===== config.mk =====
export PLATFORM = sky130hd
export DESIGN_NAME = piso_tx_arbiter
export DESIGN_NICKNAME = d
export VERILOG_FILES = /design/src/rtl/piso_tx_pkg.sv /design/src/rtl/piso_shift_core.sv /design/src/rtl/piso_tx_arbiter.sv
export SDC_FILE = /design/constraint.sdc
export NUM_CORES = 1
export LEC_CHECK = 0
export ABC_AREA = 0
export CAP_MARGIN = 40
export CORE_AREA = 5 5 42 44
export CTS_BUF_LIST = sky130_fd_sc_hd__clkbuf_4 sky130_fd_sc_hd__clkbuf_8
export DETAILED_ROUTE_END_ITERATION = 12
export DIE_AREA = 0 0 47 49
export HOLD_SLACK_MARGIN = 0.06
export PLACE_DENSITY = 0.74
export SYNTH_ARGS = -nofsm -noshare
export SYNTH_HDL_FRONTEND = slang
export SYNTH_SLANG_ARGS = --single-unit

===== constraint.sdc =====
create_clock -name clk -period 2.1 [get_ports clk]
set_input_delay 0.42 -clock clk [delete_from_list [all_inputs] [get_ports clk]]
set_output_delay 0.42 -clock clk [all_outputs]
set_load 0.02 [all_outputs]

===== src/rtl/piso_tx_pkg.sv =====
// Shared types for the two-requester PISO transmit arbiter.
// Optional parity bit is enabled with the PISO_TX_PARITY_EN macro.
package piso_tx_pkg;

  // Number of parallel-word requesters sharing the serial lane.
  localparam int NUM_REQ = 2;

  // Frame sequencer states; ST_PARITY is only reachable with PISO_TX_PARITY_EN.
  typedef enum logic [1:0] {
    ST_IDLE   = 2'd0,
    ST_SHIFT  = 2'd1,
    ST_PARITY = 2'd2,
    ST_GAP    = 2'd3
  } state_e;

  // Index of a requester (0 or 1).
  typedef logic req_idx_t;

  // Counter width for a range of n values, never narrower than one bit.
  function automatic int cnt_width(input int n);
    return (n <= 2) ? 1 : $clog2(n);
  endfunction

endpackage


===== src/rtl/piso_shift_core.sv =====
// Parallel-load, LSB-first shift register; zero-fills from the top on shift.
module piso_shift_core #(
  parameter int WIDTH = 4
) (
  input  logic             clk,
  input  logic             rst,
  input  logic             load,
  input  logic             shift_en,
  input  logic [WIDTH-1:0] d,
  output logic             q0
);

  logic [WIDTH-1:0] sr_q;

  // Load has priority over shift so an accept always captures a fresh word.
  always_ff @(posedge clk or posedge rst) begin
    if (rst) begin
      sr_q <= '0;
    end else if (load) begin
      sr_q <= d;
    end else if (shift_en) begin
      sr_q <= {1'b0, sr_q[WIDTH-1:1]};
    end
  end

  assign q0 = sr_q[0];

endmodule


===== src/rtl/piso_tx_arbiter.sv =====
// Round-robin arbiter plus frame sequencer in front of one PISO shifter.
// Define PISO_TX_PARITY_EN to append an even-parity bit after the data bits.
//
// Handshake: a requester's word is taken on the rising edge where its valid
// and ready are both high; ready is only ever high in IDLE, for the granted
// requester, and never without that requester's valid.
module piso_tx_arbiter
  import piso_tx_pkg::*;
#(
  parameter int WIDTH = 4,
  parameter int GAP   = 1
) (
  input  logic             clk,
  input  logic             rst,
  input  logic             req0_valid,
  input  logic [WIDTH-1:0] req0_data,
  output logic             req0_ready,
  input  logic             req1_valid,
  input  logic [WIDTH-1:0] req1_data,
  output logic             req1_ready,
  output logic             so,
  output logic             so_valid,
  output logic             frame_start,
  output logic             owner,
  output logic             busy
);

  localparam int BW = cnt_width(WIDTH);
  localparam int GW = cnt_width(GAP + 1);
  localparam logic [BW-1:0] BIT_LAST = BW'(WIDTH - 1);
  localparam logic [GW-1:0] GAP_LAST = GW'((GAP > 0) ? GAP - 1 : 0);

  state_e           state_q, state_d;
  logic [BW-1:0]    cnt_q, cnt_d;
  logic [GW-1:0]    gcnt_q, gcnt_d;
  req_idx_t         owner_q, owner_d;
  req_idx_t         last_q, last_d;

  logic [NUM_REQ-1:0] valid_vec;
  logic [NUM_REQ-1:0] grant_vec;
  logic [NUM_REQ-1:0] ready_vec;
  logic               accept;
  req_idx_t           win_idx;
  logic [WIDTH-1:0]   win_data;
  logic               load;
  logic               shift_en;
  logic               q0;

  // Grant: a lone valid wins; on a tie the requester not served last wins.
  always_comb begin
    valid_vec = {req1_valid, req0_valid};
    if (&valid_vec) begin
      grant_vec = (last_q == 1'b1) ? 2'b01 : 2'b10;
    end else begin
      grant_vec = valid_vec;
    end
    ready_vec = (state_q == ST_IDLE) ? grant_vec : '0;
    accept    = |ready_vec;
    win_idx   = grant_vec[1];
    win_data  = win_idx ? req1_data : req0_data;
  end

  assign req0_ready = ready_vec[0];
  assign req1_ready = ready_vec[1];

  // Next-state and datapath controls for the frame sequencer.
  always_comb begin
    state_d  = state_q;
    cnt_d    = cnt_q;
    gcnt_d   = gcnt_q;
    owner_d  = owner_q;
    last_d   = last_q;
    load     = 1'b0;
    shift_en = 1'b0;
    case (state_q)
      ST_IDLE: begin
        if (accept) begin
          load    = 1'b1;
          cnt_d   = '0;
          owner_d = win_idx;
          last_d  = win_idx;
          state_d = ST_SHIFT;
        end
      end
      ST_SHIFT: begin
        shift_en = 1'b1;
        if (cnt_q == BIT_LAST) begin
`ifdef PISO_TX_PARITY_EN
          state_d = ST_PARITY;
`else
          if (GAP > 0) begin
            gcnt_d  = '0;
            state_d = ST_GAP;
          end else begin
            state_d = ST_IDLE;
          end
`endif
        end else begin
          cnt_d = cnt_q + BW'(1);
        end
      end
`ifdef PISO_TX_PARITY_EN
      ST_PARITY: begin
        if (GAP > 0) begin
          gcnt_d  = '0;
          state_d = ST_GAP;
        end else begin
          state_d = ST_IDLE;
        end
      end
`endif
      ST_GAP: begin
        if (gcnt_q == GAP_LAST) begin
          state_d = ST_IDLE;
        end else begin
          gcnt_d = gcnt_q + GW'(1);
        end
      end
      default: begin
        state_d = ST_IDLE;
      end
    endcase
  end

  // Sequencer registers; reset truncates any frame and re-arms the tie to req0.
  always_ff @(posedge clk or posedge rst) begin
    if (rst) begin
      state_q <= ST_IDLE;
      cnt_q   <= '0;
      gcnt_q  <= '0;
      owner_q <= 1'b0;
      last_q  <= 1'b1;
    end else begin
      state_q <= state_d;
      cnt_q   <= cnt_d;
      gcnt_q  <= gcnt_d;
      owner_q <= owner_d;
      last_q  <= last_d;
    end
  end

`ifdef PISO_TX_PARITY_EN
  logic par_q;

  // Even parity of the accepted word, sent after the last data bit.
  always_ff @(posedge clk or posedge rst) begin
    if (rst) begin
      par_q <= 1'b0;
    end else if (load) begin
      par_q <= ^win_data;
    end
  end
`endif

  piso_shift_core #(
    .WIDTH (WIDTH)
  ) u_shift (
    .clk      (clk),
    .rst      (rst),
    .load     (load),
    .shift_en (shift_en),
    .d        (win_data),
    .q0       (q0)
  );

  // Serial outputs decoded purely from registers, so no input reaches them.
  always_comb begin
    so          = 1'b0;
    so_valid    = 1'b0;
    frame_start = 1'b0;
    case (state_q)
      ST_SHIFT: begin
        so          = q0;
        so_valid    = 1'b1;
        frame_start = (cnt_q == '0);
      end
`ifdef PISO_TX_PARITY_EN
      ST_PARITY: begin
        so       = par_q;
        so_valid = 1'b1;
      end
`endif
      default: begin
        so = 1'b0;
      end
    endcase
  end

  assign owner = owner_q;
  assign busy  = (state_q != ST_IDLE);

endmodule


==> flow_summary.ini, run 1 <==
[yosys]
ys_seq_area_frac = 0.456
synth_area_leaders = dfrtp_1 (41%), mux2i_1 (9.1%), dfstp_2 (4.8%)
synthesis.nets = 69
ys_warn_count = 0
syn_inst = 55
syn_area_um2 = 552
ys_types = 23
synthDominantAreaCellType = dfrtp_1
syn_area_per_cell_um2 = 10.0
synth-seq-cells = 10
synth_top_area_share = 0.408

[power]
ir_drop_mv = 0.653
p_leak_uw = 0.000407
p_per_area_mw_per_mm2 = 1370
p_seq_frac = 0.326
p_comb_frac = 0.519
p_sw_uw = 441
p_sw_frac = 0.389
internal_power_uw = 692
p_clk_frac = 0.155
power.total_uw = 1130

[floorplanning]
rows = 14
boundaryPins = 19
dieArea_mm2 = 0.00230
start_util = 0.394
die_height_um = 49
die_x_um = 47
core_area_mm2 = 0.00140

[sta]
tightest_slew_ns = 0.440
rsz0062_at_grt = false
tns_ns = 0
hold_viol = 0
relSlewSlack = 0.705
skew_ns = 0.000916
final.period_utilization = 0.958
period_needed_ns = 2.01
timing.fmax_ghz = 0.497
setup_viol = 0
slew_violations = 0

[drt]
routed_via_density = 4.90
postRouteAntennaNets = 0
first_pass_iters = 4
drt-total-wl_um = 1220
drc_errors = 0
routedWlPerCell_um = 12.4
num_vias = 480
drt_iter0_markers = 6

[clocking]
root_buffer = clkbuf_4
hold_buffers = 0
htree_num_levels = 1
numCtsBuffers = 3
cts_setup_buffers = 0
clockBufferDepth = 2
cts_tree = built
clkSlewWorstSetupHoldPaths_ns = 0.07
clk_latency_ns = 0.27
cts.sinks = 10

[finish]
mostFrequentLayoutCell = clkdlybuf4s50_1
layout.nets = 97
layout_common_cells = clkdlybuf4s50_1 (13), dfrtp_1 (9), inv_1 (6), buf_4 (6), mux2i_1 (5)
layout-drive-gt1-share = 0.183
diodes = 0
final_util = 0.591
syn_to_final_growth_pct = 50.1
fill_cells = 139

[setup_path]
startpoint_type = primary input
end_kind = output pin
slowest_stage = clkdlybuf4s50_1
critical_path_class = primary input to output pin
critPathMaxStageDelay_ns = 0.50
crit_chain = clkdlybuf4s50_1, a21boi_4, and2_1, dlygate4sd2_1
cp_data_required_time_ns = 1.68
crit_arrival_ns = 1.59
worstPathMaxFanout = 2

[min_path]
hold_class = primary input to asynchronous set/reset pin

[place]
hpwl_um = 954
gp_congestion = 0.741
port_buffers = 18

[global_routing]
grt_max_degree = 11
grt_pass1_vias = 476
grt_pass1_wl_um = 2090
grtUsageTotal = 0.128
grt-ovfl-total = 0
grt_antenna_before_repair = 0

[status]
status = finished, final reports clean

[run]
maxCapViolCount = 0
layer usage:
layer	up-vias	part of all wire	global-route usage
li1	248	-	-
met1	217	0.44	0.156
met2	13	0.48	0.190
met3	2	0.062	0.0443
met4	0	0.025	0.0691
met5	-	0	0
path summary, 6_finish.rpt:
| kind | start | endpoint | slack [ns] | cells past startpoint |
|---|---|---|---|---|
| max | req1_valid | req1_ready | 0.09 | 4 |
| min | rst | owner | 0.42 | 2 |
| max reg2reg | cnt_q[0] | cnt_q[0] | 0.73 | 4 |
| min reg2reg | owner | owner | 0.49 | 1 |
| max in group asynchronous | rst | last_q | 1.37 | 2 |
| min in group clk | owner | owner | 0.49 | 1 |
worst max-delay path: cells and delay by family:
| family | cells | cell delay, ns |
|---|---|---|
| buffers and inverters | 2 | 0.84 |
| AOI/OAI and AO/OA | 1 | 0.18 |
| and+or+nand+nor | 1 | 0.16 |
power groups by stage:
stage / registers, uW / logic [uW] / clock network [uW]
5_1_grt: 385 / 651 / 195
2_1_floorplan: 362 / 368 / 0
4_1_cts: 368 / 601 / 182
3_3_place_gp: 367 / 604 / 0
3_5_place_dp: 371 / 614 / 0
6_report: 369 / 587 / 176
logic make-up after synthesis:
| kind of cell | synth area share |
|---|---|
| buffers and inverters | 0.0499 |
| DFF | 0.456 |
| adders and majority gates | 0.0453 |
| muxes | 0.0907 |
| and+or+nand+nor | 0.145 |
| AOI/OAI and AO/OA | 0.213 |
synthesized netlist by cell type:
library cell and instances:
a31oi_1 1, inv_1 6, a21o_1 1, dfrtp_1 9
o211ai_1 2, a21oi_1 3, dfstp_2 1, ha_1 2
o311ai_0 1, and2_1 4, nor2b_1 2, a31o_1 1
nand2_1 3, or3b_1 1, buf_2 1, o21ai_0 3
mux2i_1 5, a21boi_4 1, nor2_1 3, nor3_1 1
nor2_2 1, o31ai_2 1, o21ai_1 2
repair_timing:
| action | in CTS | in global routing |
|---|---|---|
| setup endpoints to repair | 4 | 1 |
| gates resized for setup | 5 | 1 |
| pin swaps | 0 | 0 |
flip-flops by register name, indices dropped and copies added, names as in the netlist:
register,flops
state_q,2
cnt_q,2
u_shift.sr_q,4
owner,1
last_q,1
through the flow:
stage	hold slack (ns)	instances	instance area [um^2]	setup slack, ns
2_1_floorplan	0.259	55	552	0.639
3_3_place_gp	0.465	94	792	-0.157
3_5_place_dp	0.471	94	792	-0.175
4_1_cts	0.433	98	826	0.0218
5_1_grt	0.454	98	828	0.0299
6_report	0.423	98	828	0.0872
cell type report:
class | instances | area (um^2) | area share
Timing Repair Buffer | 24 | 223 | 0.269
Tap cell | 16 | 20.0 | 0.0242
Sequential cell | 10 | 251 | 0.304
Inverter | 6 | 22.5 | 0.0272
Multi-Input combinational cell | 38 | 275 | 0.332
Clock buffer | 4 | 36.3 | 0.0438
No activity file was read; power rests on OpenSTA's default activity.
==> inputs of run 2 (changes only) <==
==> constraint.sdc (replaced) <==
create_clock -name clk -period 2 [get_ports clk]
set_input_delay 0.4 -clock clk [delete_from_list [all_inputs] [get_ports clk]]
set_output_delay 0.4 -clock clk [all_outputs]
set_load 0.02 [all_outputs]
==> run 2 against run 1 <==
Via count grew 4.2%. Largest cell class unchanged. Utilization grew 0.45 points. Critical path type unchanged. Largest power group unchanged. Combinational power grew 7.5%. Total power grew 5.3%.
==> flow_summary.ini, run 2 (synthesized netlist as in run 1, its figures left out) <==
[status]
status = finished, final reports clean

[global_routing]
grt-ovfl-total = 0
grt_max_degree = 11
grt_pass1_wl_um = 2160
grtUsageTotal = 0.128
grt_antenna_before_repair = 0
grt_pass1_vias = 520

[drt]
routed_via_density = 5.05
postRouteAntennaNets = 0
drt_iter0_markers = 8
routedWlPerCell_um = 12.7
drc_errors = 0
first_pass_iters = 4
drt-total-wl_um = 1250
num_vias = 500

[finish]
largestRegisters = u_shift.sr_q x4, cnt_q x2, state_q x2
layout_common_cells = clkdlybuf4s50_1 (12), dfrtp_1 (8), buf_4 (7)
syn_to_final_growth_pct = 51.2
mostFrequentLayoutCell = clkdlybuf4s50_1
largest_reg_flops = 4
largest_register = u_shift.sr_q
layout.nets = 98
diodes = 0
layout-drive-gt1-share = 0.217
fill_cells = 144

[floorplanning]
die_x_um = 47
start_util = 0.394
die_height_um = 49
boundaryPins = 19
dieArea_mm2 = 0.00230
rows = 14
core_area_mm2 = 0.00140

[sta]
tns_ns = 0
timing.fmax_ghz = 0.525
slew_violations = 0
tightest_slew_ns = 0.411
setup_viol = 0
final.period_utilization = 0.952
hold_viol = 0
relSlewSlack = 0.724
fin_ws_ns = 0.0953
rsz0062_at_grt = false
holdWs_ns = 0.400
skew_ns = 0.00381
period_needed_ns = 1.90

[setup_path]
r2r_end = cnt_q[0]
crit_chain = clkdlybuf4s50_1, nand2_1, a21oi_1, dlygate4sd2_1
startpoint_type = primary input
crit_arrival_ns = 1.50
cp_data_required_time_ns = 1.60
r2r_slack_ns = 0.62
slowest_stage = clkdlybuf4s50_1
critPathMaxStageDelay_ns = 0.56
worstReg2RegStart = cnt_q[0]
critical_path_class = primary input to output pin
crit_cells = 4
r2r_cells = 4
crit_family = buffers and inverters
crit_buf_inv = 2
end_kind = output pin
worstPathMaxFanout = 3
worstSetupStartpoint = req0_valid

[clocking]
clkSlewWorstSetupHoldPaths_ns = 0.07
root_buffer = clkbuf_4
clk_latency_ns = 0.27
cts.sinks = 10
clockBufferDepth = 2
hold_buffers = 0
cts_tree = built
numCtsBuffers = 3
cts_setup_buffers = 0
htree_num_levels = 1

[power]
p_sw_frac = 0.398
p_seq_frac = 0.332
p_comb_frac = 0.529
internal_power_uw = 718
p_leak_uw = 0.000409
p_per_area_mw_per_mm2 = 1430
p_sw_uw = 474
ir_drop_mv = 0.629
power.total_uw = 1190
p_clk_frac = 0.139

[place]
port_buffers = 18
hpwl_um = 979
post-place-ws_ns = -0.240
gp_congestion = 0.761

[run]
maxCapViolCount = 0

[min_path]
hold_class = primary input to asynchronous set/reset pin
[run 2: area by class of cell]
type | count | area [um^2] | area share
clock buffer | 4 | 30.0 | 0.0360
inverter | 6 | 22.5 | 0.0270
multi-input combinational | 38 | 280 | 0.336
sequential | 10 | 253 | 0.303
tap | 16 | 20.0 | 0.0240
timing repair buffer | 25 | 229 | 0.274
[run 2: stage by stage]
stage	cell area, um^2	utilization	std cells
3_5_place_dp	800	0.571	95
4_1_cts	833	0.595	99
6_report	835	0.596	99
5_1_grt	835	0.596	99
3_3_place_gp	800	0.571	95
2_1_floorplan	552	-	55
[run 2: how the worst max path moves through the flow]
stage                       endpoint
after floorplan           req0_ready
after detailed placement  req1_ready
after CTS                       busy
after global routing      req0_ready
after global placement    req1_ready
final                     req0_ready
[run 2: timing repair]
action / CTS / global route
setup endpoints to repair: 6 / 3
gates resized for setup: 7 / 4
endpoints found under the hold margin: 0 / 0
pin swaps: 0 / 0
[run 2: power groups by stage]
stage	Clock [uW]	Sequential (uW)	Combinational, uW
final	166	396	631
after global routing	183	412	698
after CTS	168	396	651
after detailed placement	0	390	659
after global placement	0	386	645
after floorplan	0	381	386
[run 2: routing by layer]
| layer | up-vias | part of all wire | global-route usage |
|---|---|---|---|
| met5 | - | 0 | 0 |
| met2 | 14 | 0.51 | 0.201 |
| met1 | 235 | 0.41 | 0.146 |
| li1 | 246 | - | - |
| met3 | 5 | 0.051 | 0.0406 |
| met4 | 0 | 0.029 | 0.0691 |
==> inputs of run 3 (changes only) <==
==> constraint.sdc (replaced) <==
create_clock -name clk -period 1.8 [get_ports clk]
set_input_delay 0.36 -clock clk [delete_from_list [all_inputs] [get_ports clk]]
set_output_delay 0.36 -clock clk [all_outputs]
set_load 0.02 [all_outputs]
==> run 3 against run 2 <==
Non-clock buffer count rose by 2. Critical path depth did not move. Count of clock-buffer cells in the layout did not move. Critical path type unchanged. Largest cell class unchanged. Largest power group unchanged.
==> flow_summary.ini, run 3 (synthesized netlist as in run 1, its figures left out) <==
[finish]
diodes = 0
final_util = 0.604
largestRegisters = u_shift.sr_q x4, cnt_q x2, state_q x2
largest_reg_flops = 4
largest_register = u_shift.sr_q
mostFrequentLayoutCell = clkdlybuf4s50_1
syn_to_final_growth_pct = 53.5
fill_cells = 121
layout.nets = 100
layout-drive-gt1-share = 0.235
layout_common_cells = clkdlybuf4s50_1 (11), dfrtp_1 (9), buf_4 (9)
instances_no_fill = 101

[floorplanning]
rows = 14
dieArea_mm2 = 0.00230
start_util = 0.394
die_x_um = 47
boundaryPins = 19
core_area_mm2 = 0.00140
die_height_um = 49

[drt]
drc_errors = 0
routed_via_density = 4.99
drt-total-wl_um = 1210
drt-met1-wl_um = 569
wl_met2_um = 574
met3WireLength_um = 51
first_pass_iters = 4
routedWlPerCell_um = 12.0
drt_iter0_markers = 12
top_layer = met4
postRouteAntennaNets = 0
num_vias = 504

[clocking]
htree_num_levels = 1
cts_tree = built
clockBufferDepth = 2
clk_latency_ns = 0.27
numCtsBuffers = 3
clkSlewWorstSetupHoldPaths_ns = 0.08
hold_buffers = 0
cts.sinks = 10
root_buffer = clkbuf_4

[power]
power.total_uw = 1360
p_leak_uw = 0.000420
p_per_area_mw_per_mm2 = 1600
ir_drop_mv = 0.727

[place]
hpwl_um = 934
dpl.cell_count = 97
post-place-ws_ns = -0.350
port_buffers = 18
gp_congestion = 0.752

[setup_path]
r2r_slack_ns = 0.40
crit_arrival_ns = 1.36
end_kind = output pin
r2r_cells = 4
worstPathMaxFanout = 5
startpoint_type = primary input
critical_path_class = primary input to output pin
cp_data_required_time_ns = 1.44

[run]
maxCapViolCount = 0

[global_routing]
grt_pass1_wl_um = 1940
grtUsageTotal = 0.118
grt-ovfl-total = 0
grt_antenna_before_repair = 0
grt_max_degree = 11
grt_pass1_vias = 453

[sta]
relSlewSlack = 0.726
holdWs_ns = 0.370
skew_ns = 0.00492
fin_ws_ns = 0.0842
setup_viol = 0
period_needed_ns = 1.72
rsz0062_at_grt = false
final.period_utilization = 0.953
timing.fmax_ghz = 0.583
tightest_slew_ns = 0.408
slew_violations = 0
hold_viol = 0

[min_path]
hold_class = primary input to asynchronous set/reset pin

[status]
status = finished, final reports clean
run 3: stage by stage:
stage / setup TNS [ns] / cell area (um^2)
after detailed placement: -0.649 / 815
after floorplan: 0 / 552
after global routing: 0 / 847
after CTS: 0 / 842
final: 0 / 847
after global placement: -0.629 / 815
run 3: layout make-up:
class	instances	area, um^2	share of cell area
well taps	16	20.0	0.0236
clock buffers	4	36.3	0.0428
inverters	6	22.5	0.0266
flip-flops and latches	10	251	0.297
repair buffers	27	241	0.285
multi-input cells	38	275	0.325
run 3: layer usage:
metal	vias to the layer above	GRT usage
met3	2	0.0332
met4	0	0.0829
li1	252	-
met2	9	0.165
met5	-	0
met1	241	0.151
run 3: final timing paths:
path	from	to
worst max-delay path	req1_valid	req0_ready
worst min-delay path	rst	cnt_q[1]
max in group asynchronous	rst	last_q
min in group clk	owner	owner
worst min register to register	owner	owner
worst max register to register	cnt_q[0]	cnt_q[0]
run 3: report_power, final:
group / switching (uW) / internal (uW) / leakage (uW)
Clock: 89.2 / 123 / 0.0000210
Sequential: 80.5 / 336 / 0.000124
Combinational: 361 / 367 / 0.000275
run 3: worst max-delay path: stages:
cell,delay (ns)
clkdlybuf4s50_1,0.43
buf_4,0.16
a21oi_1,0.13
clkdlybuf4s15_2,0.27
run 3: repair_timing:
action	CTS	global route
setup endpoints to repair	6	2
setup buffers	0	0
gates resized for setup	11	2
cloned	0	0
hold endpoints to repair	0	0
